`src/rtl/pattern_round_engine_pkg.sv`:
```
// Shared types and constants for the memory-game pattern round engine.
package pattern_round_engine_pkg;

  localparam int unsigned SYM_W     = 2;
  localparam int unsigned NUM_SYM   = 4;
  localparam int unsigned MAX_LEN   = 8;
  localparam int unsigned BASE_LEN  = 2;
  localparam int unsigned LEVEL_MAX = 5;
  localparam int unsigned LVL_W     = 4;
  localparam int unsigned LEN_W     = 4;
  localparam int unsigned FCNT_W    = 4;
  localparam int unsigned IDX_W     = $clog2(MAX_LEN);
  localparam int unsigned LFSR_W    = 16;
  localparam logic [LFSR_W-1:0] LFSR_SEED = 16'hACE1;

  typedef enum logic [2:0] {
    ST_IDLE,
    ST_GEN,
    ST_SHOW,
    ST_GAP,
    ST_INPUT,
    ST_WIN,
    ST_LOSE
  } state_t;

  typedef logic [SYM_W-1:0] sym_t;

  // True when exactly the button belonging to symbol s is pressed.
  function automatic logic onehot_match(input logic [NUM_SYM-1:0] b, input sym_t s);
    return b == (NUM_SYM'(1) << s);
  endfunction

endpackage

```
`src/rtl/pattern_round_engine_if.sv`:
```
// Game-side signals of the round engine: level/start/buttons in, display/result out.
interface pattern_round_engine_if;
  import pattern_round_engine_pkg::*;

  logic [LVL_W-1:0]   level_num;
  logic               levelupdated;
  logic               log_out;
  logic               rng_button;
  logic [NUM_SYM-1:0] btn;
  logic               disp_valid;
  sym_t               disp_sym;
  logic               win;
  logic               lose;
  logic               busy;
  logic [FCNT_W-1:0]  fail_cnt;

  modport master (
    output level_num, levelupdated, log_out, rng_button, btn,
    input  disp_valid, disp_sym, win, lose, busy, fail_cnt
  );

  modport slave (
    input  level_num, levelupdated, log_out, rng_button, btn,
    output disp_valid, disp_sym, win, lose, busy, fail_cnt
  );

endinterface

```
`src/rtl/pattern_round_engine_lfsr16.sv`:
```
// Free-running 16-bit Fibonacci LFSR (taps 16,14,13,11) with external entropy mixed into feedback.
module pattern_round_engine_lfsr16
  import pattern_round_engine_pkg::*;
(
  input  logic              clk,
  input  logic              rst,
  input  logic              en_mix,
  output logic [LFSR_W-1:0] q
);

  logic              fb_c;
  logic [LFSR_W-1:0] nxt_c;

  // Entropy can steer the register into all-zero; reload the seed instead of locking up.
  always_comb begin
    fb_c  = q[15] ^ q[13] ^ q[12] ^ q[10] ^ en_mix;
    nxt_c = {q[LFSR_W-2:0], fb_c};
    if (nxt_c == '0) nxt_c = LFSR_SEED;
  end

  always_ff @(posedge clk) begin
    if (rst) q <= LFSR_SEED;
    else     q <= nxt_c;
  end

endmodule

```
`src/rtl/pattern_round_engine.sv`:
```
// One memory round: generate a random pattern, flash it, then check the player's echo.
module pattern_round_engine
  import pattern_round_engine_pkg::*;
#(
  parameter int unsigned DISP_CYCLES    = 50_000_000,
  parameter int unsigned GAP_CYCLES     = 12_500_000,
  parameter int unsigned TIMEOUT_CYCLES = 250_000_000
) (
  input  logic                  clk,
  input  logic                  rst,
  pattern_round_engine_if.slave bus
);

  localparam int unsigned DISP_W = (DISP_CYCLES > 1)    ? $clog2(DISP_CYCLES)    : 1;
  localparam int unsigned GAP_W  = (GAP_CYCLES > 1)     ? $clog2(GAP_CYCLES)     : 1;
  localparam int unsigned TOUT_W = (TIMEOUT_CYCLES > 1) ? $clog2(TIMEOUT_CYCLES) : 1;
  localparam int unsigned DG_W   = (DISP_W > GAP_W) ? DISP_W : GAP_W;
  localparam int unsigned TMR_W  = (DG_W > TOUT_W) ? DG_W : TOUT_W;

  state_t             state;
  logic [LEN_W-1:0]   len;
  logic [IDX_W-1:0]   idx;
  logic [TMR_W-1:0]   timer;
  sym_t               pat [MAX_LEN];
  logic [LFSR_W-1:0]  lfsr_q;
  logic               last_c;
  logic               unused_lfsr;

  pattern_round_engine_lfsr16 u_lfsr (
    .clk    (clk),
    .rst    (rst),
    .en_mix (bus.rng_button),
    .q      (lfsr_q)
  );

  assign unused_lfsr = ^lfsr_q[LFSR_W-1:SYM_W];
  assign last_c      = (LEN_W'(idx) == len - LEN_W'(1));

  // Pattern regfile; contents are only meaningful after a full GEN pass.
  always_ff @(posedge clk) begin
    if (state == ST_GEN) pat[idx] <= lfsr_q[SYM_W-1:0];
  end

  always_ff @(posedge clk) begin
    if (rst || bus.log_out) begin
      state          <= ST_IDLE;
      len            <= '0;
      idx            <= '0;
      timer          <= '0;
      bus.disp_valid <= 1'b0;
      bus.disp_sym   <= '0;
      bus.win        <= 1'b0;
      bus.lose       <= 1'b0;
      bus.busy       <= 1'b0;
      bus.fail_cnt   <= '0;
    end else begin
      bus.win  <= 1'b0;
      bus.lose <= 1'b0;
      case (state)
        ST_IDLE: begin
          if (bus.levelupdated && bus.level_num >= LVL_W'(1) &&
              bus.level_num <= LVL_W'(LEVEL_MAX)) begin
            len          <= bus.level_num + LVL_W'(BASE_LEN);
            idx          <= '0;
            bus.fail_cnt <= '0;
            bus.busy     <= 1'b1;
            state        <= ST_GEN;
          end
        end
        ST_GEN: begin
          if (last_c) begin
            idx            <= '0;
            timer          <= '0;
            bus.disp_valid <= 1'b1;
            bus.disp_sym   <= pat[0];
            state          <= ST_SHOW;
          end else begin
            idx <= idx + IDX_W'(1);
          end
        end
        ST_SHOW: begin
          if (timer == TMR_W'(DISP_CYCLES - 1)) begin
            timer          <= '0;
            bus.disp_valid <= 1'b0;
            bus.disp_sym   <= '0;
            state          <= ST_GAP;
          end else begin
            timer <= timer + TMR_W'(1);
          end
        end
        ST_GAP: begin
          if (timer == TMR_W'(GAP_CYCLES - 1)) begin
            timer <= '0;
            if (last_c) begin
              idx   <= '0;
              state <= ST_INPUT;
            end else begin
              idx            <= idx + IDX_W'(1);
              bus.disp_valid <= 1'b1;
              bus.disp_sym   <= pat[idx + IDX_W'(1)];
              state          <= ST_SHOW;
            end
          end else begin
            timer <= timer + TMR_W'(1);
          end
        end
        ST_INPUT: begin
          // Any nonzero button vector is one entry; multi-hot counts as wrong.
          if (bus.btn != '0) begin
            if (onehot_match(bus.btn, pat[idx])) begin
              timer <= '0;
              if (last_c) begin
                bus.win <= 1'b1;
                state   <= ST_WIN;
              end else begin
                idx <= idx + IDX_W'(1);
              end
            end else begin
              bus.lose <= 1'b1;
              if (bus.fail_cnt != '1) bus.fail_cnt <= bus.fail_cnt + FCNT_W'(1);
              state <= ST_LOSE;
            end
          end else if (timer == TMR_W'(TIMEOUT_CYCLES - 1)) begin
            bus.lose <= 1'b1;
            if (bus.fail_cnt != '1) bus.fail_cnt <= bus.fail_cnt + FCNT_W'(1);
            state <= ST_LOSE;
          end else begin
            timer <= timer + TMR_W'(1);
          end
        end
        ST_WIN: begin
          idx      <= '0;
          bus.busy <= 1'b0;
          state    <= ST_IDLE;
        end
        ST_LOSE: begin
          idx   <= '0;
          timer <= '0;
          state <= ST_GEN;
        end
        default: begin
          bus.busy <= 1'b0;
          state    <= ST_IDLE;
        end
      endcase
    end
  end

endmodule
```
`src/flat_wrapper.sv`:
```
// flat-port wrapper written by rule: the top's interface ports become plain ports
module pattern_round_engine_flat import pattern_round_engine_pkg::*;
#(
  parameter int unsigned DISP_CYCLES    = 50_000_000,
  parameter int unsigned GAP_CYCLES     = 12_500_000,
  parameter int unsigned TIMEOUT_CYCLES = 250_000_000
)
  (clk, rst, bus_level_num, bus_levelupdated, bus_log_out, bus_rng_button, bus_btn, bus_disp_valid, bus_disp_sym, bus_win, bus_lose, bus_busy, bus_fail_cnt);
  pattern_round_engine_if bus_i ();
  input  logic clk;
  input  logic rst;
  input wire logic [$bits(bus_i.level_num)-1:0] bus_level_num;
  input wire logic [$bits(bus_i.levelupdated)-1:0] bus_levelupdated;
  input wire logic [$bits(bus_i.log_out)-1:0] bus_log_out;
  input wire logic [$bits(bus_i.rng_button)-1:0] bus_rng_button;
  input wire logic [$bits(bus_i.btn)-1:0] bus_btn;
  output wire logic [$bits(bus_i.disp_valid)-1:0] bus_disp_valid;
  output wire logic [$bits(bus_i.disp_sym)-1:0] bus_disp_sym;
  output wire logic [$bits(bus_i.win)-1:0] bus_win;
  output wire logic [$bits(bus_i.lose)-1:0] bus_lose;
  output wire logic [$bits(bus_i.busy)-1:0] bus_busy;
  output wire logic [$bits(bus_i.fail_cnt)-1:0] bus_fail_cnt;
  assign bus_i.level_num = bus_level_num;
  assign bus_i.levelupdated = bus_levelupdated;
  assign bus_i.log_out = bus_log_out;
  assign bus_i.rng_button = bus_rng_button;
  assign bus_i.btn = bus_btn;
  assign bus_disp_valid = bus_i.disp_valid;
  assign bus_disp_sym = bus_i.disp_sym;
  assign bus_win = bus_i.win;
  assign bus_lose = bus_i.lose;
  assign bus_busy = bus_i.busy;
  assign bus_fail_cnt = bus_i.fail_cnt;
  pattern_round_engine #(.DISP_CYCLES(DISP_CYCLES), .GAP_CYCLES(GAP_CYCLES), .TIMEOUT_CYCLES(TIMEOUT_CYCLES)) u_core (.clk(clk), .rst(rst), .bus(bus_i));
endmodule
```
`config.mk`:
```
export PLATFORM = sky130hd
export DESIGN_NAME = pattern_round_engine_flat
export DESIGN_NICKNAME = d
export VERILOG_FILES = /design/src/rtl/pattern_round_engine_pkg.sv /design/src/rtl/pattern_round_engine_if.sv /design/src/rtl/pattern_round_engine_lfsr16.sv /design/src/rtl/pattern_round_engine.sv /design/src/flat_wrapper.sv
export SDC_FILE = /design/constraint.sdc
export NUM_CORES = 1
export LEC_CHECK = 0
export CAP_MARGIN = 15
export CORE_AREA = 4 4 93 95
export CTS_CLUSTER_DIAMETER = 40
export DETAILED_ROUTE_END_ITERATION = 10
export DIE_AREA = 0 0 97 99
export PLACE_DENSITY = 0.78
export RECOVER_POWER = 100
export SYNTH_ARGS = -nofsm -noshare
export SYNTH_HDL_FRONTEND = slang
export SYNTH_HIERARCHICAL = 1
export SYNTH_SLANG_ARGS = --single-unit
```
`constraint.sdc`:
```
create_clock -name clk -period 3.6 [get_ports clk]
set_input_delay 0.72 -clock clk [delete_from_list [all_inputs] [get_ports clk]]
set_output_delay 0.72 -clock clk [all_outputs]
set_load 0.005 [all_outputs]
```
## Word-level counts from Yosys, hierarchy flattened

Memory sizes are Yosys's and may differ from the RTL's. A register that Yosys moved wholly into a read port is not among the register bits.
Index checks and enable logic that the tools add are counted.
Widths: inputs -> output; s select.

| operators by class | value |
|---|---|
| $add $sub $neg | 5 |
| $lt $le $gt $ge | 2 |
| equal/unequal tests | 25 |
| shift-type cells | 1 |
| multiplexer cells | 50 |
| bitwise operators | 8 |
| reductions and logical operators | 22 |

Operators by type and width:

| operator | number |
|---|---|
| $mux 28 | 6 |
| $pmux 28 s5 | 1 |
| $mux 3 | 17 |
| $add 28x1->28 const B | 1 |
| $eq 28x24->1 const B | 1 |
| $eq 28x26->1 const B | 1 |
| $eq 28x28->1 const B | 1 |
| $mux 4 | 5 |
| $pmux 3 s6 | 1 |
| $logic_not 16->1 | 1 |
| $pmux 3 s5 | 1 |
| $ne 2x1->1 const B | 6 |
| $reduce_and 6->1 | 2 |
| $mux 1 | 11 |
| $reduce_bool 5->1 | 2 |
| $eq 3x3->1 const B | 3 |
| $mux 2 | 4 |
| $pmux 4 s2 | 1 |
| $reduce_and 4->1 | 2 |
| $eq 3x2->1 const B | 2 |
| $ne 3x3->1 const B | 2 |
| $pmux 2 s3 | 1 |
| $reduce_or 2->1 | 3 |
| $reduce_and 5->1 | 1 |
| 28 further kinds | 37 |

| storage, ports and cells | value |
|---|---|
| register bits after elaboration | 64 |
| bits in writable memories | 16 |
| input bits | 13 |
| output and inout port bits | 10 |
| word-level logic and storage cells | 125 |
| memories kept | 1 |

Memory list:

| name | words | bits a word | read ports | clocked after Yosys merged registers in | wr ports | RTL line | text |
|---|---|---|---|---|---|---|---|
| u_core.pat | 8 | 2 | 3 | 1 | 1 | pattern_round_engine.sv:24 | `sym_t pat [MAX_LEN];` |

## Longest topological paths before layout

| depth | value |
|---|---|
| depth after elaboration | 8 |
| depth in mapped cells | 10 |
| gate-level depth less buffers | 9 |

## Modules after synthesis

The synthesis kept the hierarchy.

By module, submodules not included:

| module | times used | cells each | area an instance (um2) | seq. area each (um2) |
|---|---|---|---|---|
| pattern_round_engine | 1 | 445 | 4,050.1 | 1,501.4 |
| pattern_round_engine_lfsr16 | 1 | 49 | 528.0 | 320.3 |

## Worst setup path after synthesis

No wires, ideal clock.

| timing path | value |
|---|---|
| path kind | reg-to-reg |
| start | reg u_core.len[0] |
| end | reg u_core.timer[2] |
| setup time | 0.117 ns |
| data arrival time | 2.402 ns |
| path slack | 1.081 ns |
| stages on the path, launching flop included | 11 |
| buffers on the path | 1 |
| period minus slack after synthesis | 2.519 ns |
| path through | dfxtp_1 inv_1 ha_1 xnor2_1 nor4bb_1 o21a_1 a21boi_1 a21oi_2 clkbuf_1 o221ai_1 a32o_1 |

| between the ends | value |
|---|---|
| cells in the longest elaborated chain, start to end | 4 |

RTL lines:

| what | RTL line | text |
|---|---|---|
| from (decl) | pattern_round_engine.sv:21 | `logic [LEN_W-1:0] len;` |
| from (signal assigned) | pattern_round_engine.sv:63 | `len <= bus.level_num + LVL_W'(BASE_LEN);` |
| $sub 4x1->4 | pattern_round_engine.sv:37 | `assign last_c = (LEN_W'(idx) == len - LEN_W'(1));` |
| $eq 3x4->1 | pattern_round_engine.sv:37 |  |
| $ne 2x1->1 (no line) | n/a |  |
| $reduce_and 4->1 (no line) | n/a |  |
| to (signal assigned) | pattern_round_engine.sv:88 | `timer <= timer + TMR_W'(1);` |
| to (signal assigned) | pattern_round_engine.sv:104 | `timer <= timer + TMR_W'(1);` |
| to (signal assigned) | pattern_round_engine.sv:128 | `timer <= timer + TMR_W'(1);` |
| to (decl) | pattern_round_engine.sv:23 | `logic [TMR_W-1:0] timer;` |

Every way passes these cells.
A chain may end at the register's enable or synchronous reset.

==> impl_results.md <==
* Status: finished, final reports clean
* Crit path cell chain: mux4_1, mux2i_1, nor3_1, or2_4, nor3_1, a21oi_1, buf_4, a32o_1
* Final Non-Filler Cells at 614
* Core box area at 0.00773 mm^2
* Hold Crit Depth at 1
* Residual DRC at 0
* CP Data Required Time at 3850 ps
* Die H at 99 um
* Power Dens Cells at 352 mW/mm^2
* Reg2Reg Depth at 8
* Largest net degree at the start of global routing at 36
* Mean Syn Cell Area at 9.27 um^2
* Post-CTS Setup Inserts at 0
* Antenna diode count at 0
* Setup WS post-layout at 492 ps
* Fraction of registers with async set/reset at 0%
* Fin. Hold Viols at 0
* Crit path top cell by count: nor3_1
* Hold_sp: u_core/u_lfsr/q[2]
* Die width at 97 um
* Fmax at 322 MHz
* Worst-path clk slew at 90 ps
* Ys flop type: dfxtp_1
* Critical R2R Capture: u_core/timer[4]
* Top cell type by total area after synthesis: dfxtp_1
* Congestion Overflow GR at 0
* Routability congestion estimate at 0.911
* Hold Path End: u_core/u_lfsr/q[3]
* Placed wire-length estimate at 7750 um
* Vias at 4088
* IO Count at 23
* Initial antenna violation count at 0
* Rows at 32
* #FFs+latches synth at 83
* Overall power at 1.78 mW
* Initial core utilization at 59.2%
* Nets at 525
* DP Cell Count at 598
* Layout cell share with drive strength beyond 1 at 10.4%
* Top-area cell type share of the netlist area at 29.3%
* Final WL at 11100 um
* Clk_skew at 5.90 ps
* Num CTS Buffers at 9
* Worst path arrival time at 3360 ps
* Max-cap violations at 0
* Root buf cell: clkbuf_8
* Top-count cell post-synth: dfxtp_1
* Pre-CTS worst setup slack at 541 ps
* Final setup fails at 0
* Latest clock arrival within the worst-skew pair at 350 ps
* Tot GR Track Use at 23.7%
* Worst hold slack at 463 ps
* TNS Setup at 0 ps
* DR WL/cell at 18.1 um
* Vias per cell at 6.66
* Post-synthesis sequential area ratio at 39.8%
* Post-synth EDFFs at 16
* Worst slew pin tran at 1400 ps
* Slowest CP cell: mux4_1
* Top cells by instance count after synthesis: dfxtp_1 (67), nand2_1 (40), nor2_1 (39)
* P&R area growth vs syn at 10.1%
* Synth warnings at 6
* Area contributors post-synth: dfxtp_1 (29%), edfxtp_1 (10%), a32o_1 (4.2%), o21ai_0 (3.4%), nand2_1 (3.3%)
* Cells after synthesis at 494
* First-pass GRT wire length at 19100 um
* Relative slew slack at 6.79%
* Worst vdd ir at 248 uV
* Hold Crit Class: reg -> reg
* # hold bufs at CTS at 0
* Max stage delay on crit path at 600 ps
* IO Port Bufs at 22
* CP endpoint kind: flop
* Vias in the first global route at 3859
* CP Class: reg -> reg
* CP max FO at 20
* Syn Nets at 512
* Final Slew Violations at 0
* Startpoint Class: flop
* H-tree Lvls at 3
* Period utilization at 86.3%
* Total die area at 0.00960 mm^2
* DRT Pass-1 Iters at 5
* Flop2flop setup slack at 490 ps
* Clock Path Buffers at 2
* Yosys cell types at 72
* Post-CTS Resized at 0
* Starting DRT DRC Count at 479
* Clk sinks at 83
* Leakage at 1.60 nW
* Min Tclk post-route at 3110 ps
* Synthesized area at 0.00458 mm^2
* CTS tree: yes
* Post-route ant nets at 0
* RSZ-0062 raised after global routing: no
## cell usage in the layout, fill, tap and decap left out, types with 3 or more instances in the layout
| cell type | n |
|---|---|
| ha_1 | 5 |
| edfxtp_1 | 16 |
| dfxtp_1 | 67 |
| nand3_1 | 23 |
| o221ai_1 | 4 |
| nor3_1 | 27 |
| nor4b_1 | 5 |
| and3_1 | 4 |
| clkbuf_1 | 3 |
| nand2_1 | 40 |
| nor2_1 | 38 |
| o22ai_1 | 4 |
| a211oi_1 | 4 |
| nor2b_1 | 9 |
| a31oi_1 | 5 |
| or3_1 | 5 |
| a32o_1 | 19 |
| o21ai_0 | 31 |
| o211ai_1 | 14 |
| clkbuf_8 | 9 |
| clkdlybuf4s50_1 | 11 |
| nand2b_1 | 8 |
| dlygate4sd3_1 | 11 |
| mux4_2 | 6 |
| xnor2_1 | 4 |
| a221oi_1 | 4 |
| or4_1 | 3 |
| a31o_2 | 5 |
| nor3b_1 | 6 |
| buf_4 | 9 |
| inv_1 | 9 |
| nand4_1 | 8 |
| mux2i_1 | 14 |
| nor4_1 | 14 |
| a21oi_1 | 8 |
| a311oi_1 | 3 |
## flip-flops by register name, summed over array words and instances, names as in the netlist, 2 cells and up, named ones only
register / cells
u_core/bus.disp_sym: 2
u_core/bus.fail_cnt: 4
u_core/idx: 3
u_core/len: 4
u_core/pat: 16
u_core/state: 3
u_core/timer: 28
u_core/u_lfsr/q: 16
## metrics by stage
step	instance area [um^2]	util, %
floorplan	4580	-
global placement	4870	63.1
detailed placement	4870	63.1
CTS	5070	65.6
global route	5040	65.2
finish	5040	65.2
## area by class of cell
class / count / area (um^2)
multi-input cells: 370 / 2560
flip-flops and latches: 83 / 1820
well taps: 102 / 128
fillers: 632 / 2690
repair buffers: 33 / 295
clock inverters: 6 / 71.3
inverters: 10 / 37.5
clock buffers: 10 / 128
## power breakdown
group / internal, mW / total [mW] / switching, mW
registers: 0.968 / 0.985 / 0.0176
clock network: 0.327 / 0.677 / 0.350
logic: 0.0487 / 0.113 / 0.0648
total: 1.34 / 1.78 / 0.432
## per-layer routing
metal	track usage [%]	part of all wire, %	wire length [um]	vias up
li1	-	-	-	1942
met1	33.2	44	4920	1961
met2	38.2	47	5230	173
met3	4.46	7.7	855	12
met4	5.62	0.80	89	0
met5	0	0	0	-
## worst max-delay path by stage
stage,from,endpoint,slack [ps],depth (start not counted)
floorplan,u_core/len[0],u_core/timer[2],1080,10
global placement,bus_btn[0],u_core/timer[2],610,7
detailed placement,bus_btn[0],u_core/timer[4],540,7
CTS,u_core/timer[7],u_core/timer[4],800,8
global route,flop,u_core/timer[4],280,8
finish,flop,u_core/timer[4],490,8
## cells by family after synthesis
logic type	after synthesis	share of synthesized area [%]
AO/OA/AOI/OAI	120	19.5
XOR/XNOR	8	2.00
adder cells (fa/ha/maj)	5	1.37
buffers and inverters	41	3.85
flip-flops	83	39.8
multiplexers	23	7.68
AND/OR/NAND/NOR	214	25.8
## critical path: cells and delay by family (launching register included)
| kind | cells | cell delay, ps |
|---|---|---|
| AOI/OAI and AO/OA | 2 | 390 |
| DFF | 1 | 470 |
| buffers and inverters | 1 | 240 |
| muxes | 2 | 950 |
| and+or+nand+nor | 3 | 950 |
No activity file was read; power rests on OpenSTA's default activity.
==> RTL edit: new RTL, same flow settings <==
`TIMEOUT_CYCLES` is set to 250_000_000 in 2 places; all go to 125_000_000.
--- a/src/rtl/pattern_round_engine.sv
+++ b/src/rtl/pattern_round_engine.sv
@@ -4,7 +4,7 @@
 #(
   parameter int unsigned DISP_CYCLES    = 50_000_000,
   parameter int unsigned GAP_CYCLES     = 12_500_000,
-  parameter int unsigned TIMEOUT_CYCLES = 250_000_000
+  parameter int unsigned TIMEOUT_CYCLES = 125_000_000
 ) (
   input  logic                  clk,
   input  logic                  rst,
--- a/src/flat_wrapper.sv
+++ b/src/flat_wrapper.sv
@@ -3,7 +3,7 @@
 #(
   parameter int unsigned DISP_CYCLES    = 50_000_000,
   parameter int unsigned GAP_CYCLES     = 12_500_000,
-  parameter int unsigned TIMEOUT_CYCLES = 250_000_000
+  parameter int unsigned TIMEOUT_CYCLES = 125_000_000
 )
   (clk, rst, bus_level_num, bus_levelupdated, bus_log_out, bus_rng_button, bus_btn, bus_disp_valid, bus_disp_sym, bus_win, bus_lose, bus_busy, bus_fail_cnt);
   pattern_round_engine_if bus_i ();
Behaviour: no difference found for any inputs over 10 cycles, from zero or initial values; that may be too few to reach the edited logic, so the function may still have changed.
==> RTL edit against the original RTL <==
Routed wire length is 1.9% higher. Design area is 2.6% lower. Synthesized cell count is 3.4% higher. Sequential power is 0.6% lower. Largest cell class unchanged. Sequential cell count is 1 lower. Power is 1.2% lower. First-iteration DRC count is 32% lower. Count of clock-buffer cells in the layout is 2 higher. Area after synthesis is 2.1% lower. Highest routed layer unchanged. Clock power is 3% lower. Setup slack worse by 120 ps.
==> RTL edit: results (changes against the original RTL) <==
[run_status]
run_status = finished, final reports clean

[synth]
syn-num-nets = 529  ; +3.3%
synthCells = 511  ; +3.4%
synth_area_leaders = dfxtp_1 (29%), edfxtp_1 (11%), nor2_1 (4.2%)
yosysSeqAreaShare_pct = 40.2  ; +0.42 points
synth_cell_type_count = 73  ; +1.4%
synth_edf_count = 16  ; unchanged
synth_flop_cell = dfxtp_1
synth_commonest_cells = dfxtp_1 (66), nor2_1 (50), nand2_1 (49)

[critical_path]
worstPathArrival_ps = 3430  ; +70 ps
critPathMaxFanout = 8  ; -60%
worst_path_largest_cell_delay_ps = 690  ; +90 ps
cpMaxStageDelayCell = or4b_2

[place]
gp_congestion = 0.955  ; +4.8%
place_ws_ps = 466  ; -75.5 ps
port_buffers = 22  ; unchanged
post-dp-hpwl_mm = 7.98  ; +2.9%
placed_cells = 615  ; +2.8%

[cells_and_area]
drive_gt1_share_pct = 6.62  ; -3.7 points
nNetsFinal = 542  ; +3.2%
largest_register_ffs = 27  ; -3.6%
largestRegisters = u_core/timer: 27 flops, u_core/pat: 16 flops, u_core/u_lfsr/q: 16 flops
final_cells = 631  ; +2.8%
antenna_cells = 0  ; unchanged

[global_route]
use_met3_pct = 3.82  ; -0.64 points
grt_pass1_wl_mm = 18.8  ; -1.6%
gr-usage-all-layers_pct = 23.5  ; -0.23 points
grt_pass1_vias = 3967  ; +2.8%
gr-usage-met1_pct = 31.1  ; -2.1 points
grt_max_degree = 39  ; +8.3%
grt_util_met2_pct = 38.3  ; +0.16 points

[timing]
finalSetupTns_ps = 0  ; unchanged
tightest_slew_ps = 715  ; -683 ps
clock_skew_ps = 21.8  ; +15.9 ps

[drt]
drt_wl_total_mm = 11.3  ; +1.9%
ant_nets = 0  ; unchanged
num_vias = 4160  ; +1.8%
dr.pass1.iters = 5  ; unchanged
drtIter0Drc = 328  ; -32%

[pwr]
p_leak_nw = 1.62  ; +1.4%
vdd_ir_drop_max_v = 0.000270  ; +8.9%

[worst_hold_path]
worstHoldStart = u_core/u_lfsr/q[5]
hold_class = reg2reg

[clocking]
clk_latency_ps = 360
cts_root_buf = clkbuf_8

-- RTL edit: changes by cell type in the layout (fill, tap and decap cells not counted), sizes merged, moves of 7 or more --
cell / unedited run / this run
a21oi: 10 / 20
a31oi: 5 / 12
a32o: 19 / 1
and3: 4 / 11
nand2: 40 / 49
nand3: 23 / 16
nor2: 40 / 52
o211ai: 14 / 7
o21ai: 31 / 48
-- RTL edit: stage by stage --
stage,cell area (sq um),utilization [%]
2_1_floorplan,4480,-
3_3_place_gp,4760,61.5
3_5_place_dp,4760,61.5
4_1_cts,4940,64.0
5_1_grt,4910,63.6
6_report,4910,63.6
-- RTL edit: power breakdown --
part           switching, W  internal (W)
registers         0.0000208      0.000958
clock network      0.000337      0.000323
logic             0.0000664     0.0000481
total              0.000424       0.00133
-- RTL edit: worst register-to-register path, cell delays in order (launching register included) --
cell      delay [ps]
dfxtp_1          470
mux4_1           610
mux2i_1          370
and3_1           220
a31oi_1           90
and2_0           340
o311ai_0         680
o32ai_1          200
-- RTL edit: kinds of logic (layout without fill, tap and decap cells) --
kind of cell / after synthesis / count (layout) / share of synthesized area, %
flip-flops: 82 / 82 / 40.2
XOR/XNOR: 9 / 9 / 2.23
AND/OR/NAND/NOR: 230 / 230 / 27.3
multiplexers: 17 / 17 / 6.39
adder cells (fa/ha/maj): 5 / 5 / 1.40
AO/OA/AOI/OAI: 126 / 126 / 18.3
buffers and inverters: 42 / 60 / 4.19
-- RTL edit: layout make-up --
| type | instances | area (sq um) |
|---|---|---|
| fill | 659 | 2820 |
| multi-input combinational | 387 | 2470 |
| sequential | 82 | 1800 |
| timing repair buffer | 30 | 273 |
| clock buffer | 12 | 135 |
| tap | 102 | 128 |
| clock inverter | 4 | 52.6 |
| inverter | 14 | 52.6 |
-- RTL edit: path summary, 6_finish.rpt --
check	endpoint	slack [ps]	cells past startpoint
max reg2reg	u_core/state[2]	470	7
max	u_core/state[2]	370	7
min	u_core/u_lfsr/q[6]	460	2
min reg2reg	u_core/u_lfsr/q[6]	460	2
-- RTL edit: per-layer routing --
metal  vias to the layer above  part of all wire (%)  routed length (um)
li1                       1953                     -                   -
met1                      1972                    44                4970
met2                       201                    46                5260
met3                        34                   7.3                 821
met4                         0                   2.3                 255
met5                         -                     0                   0
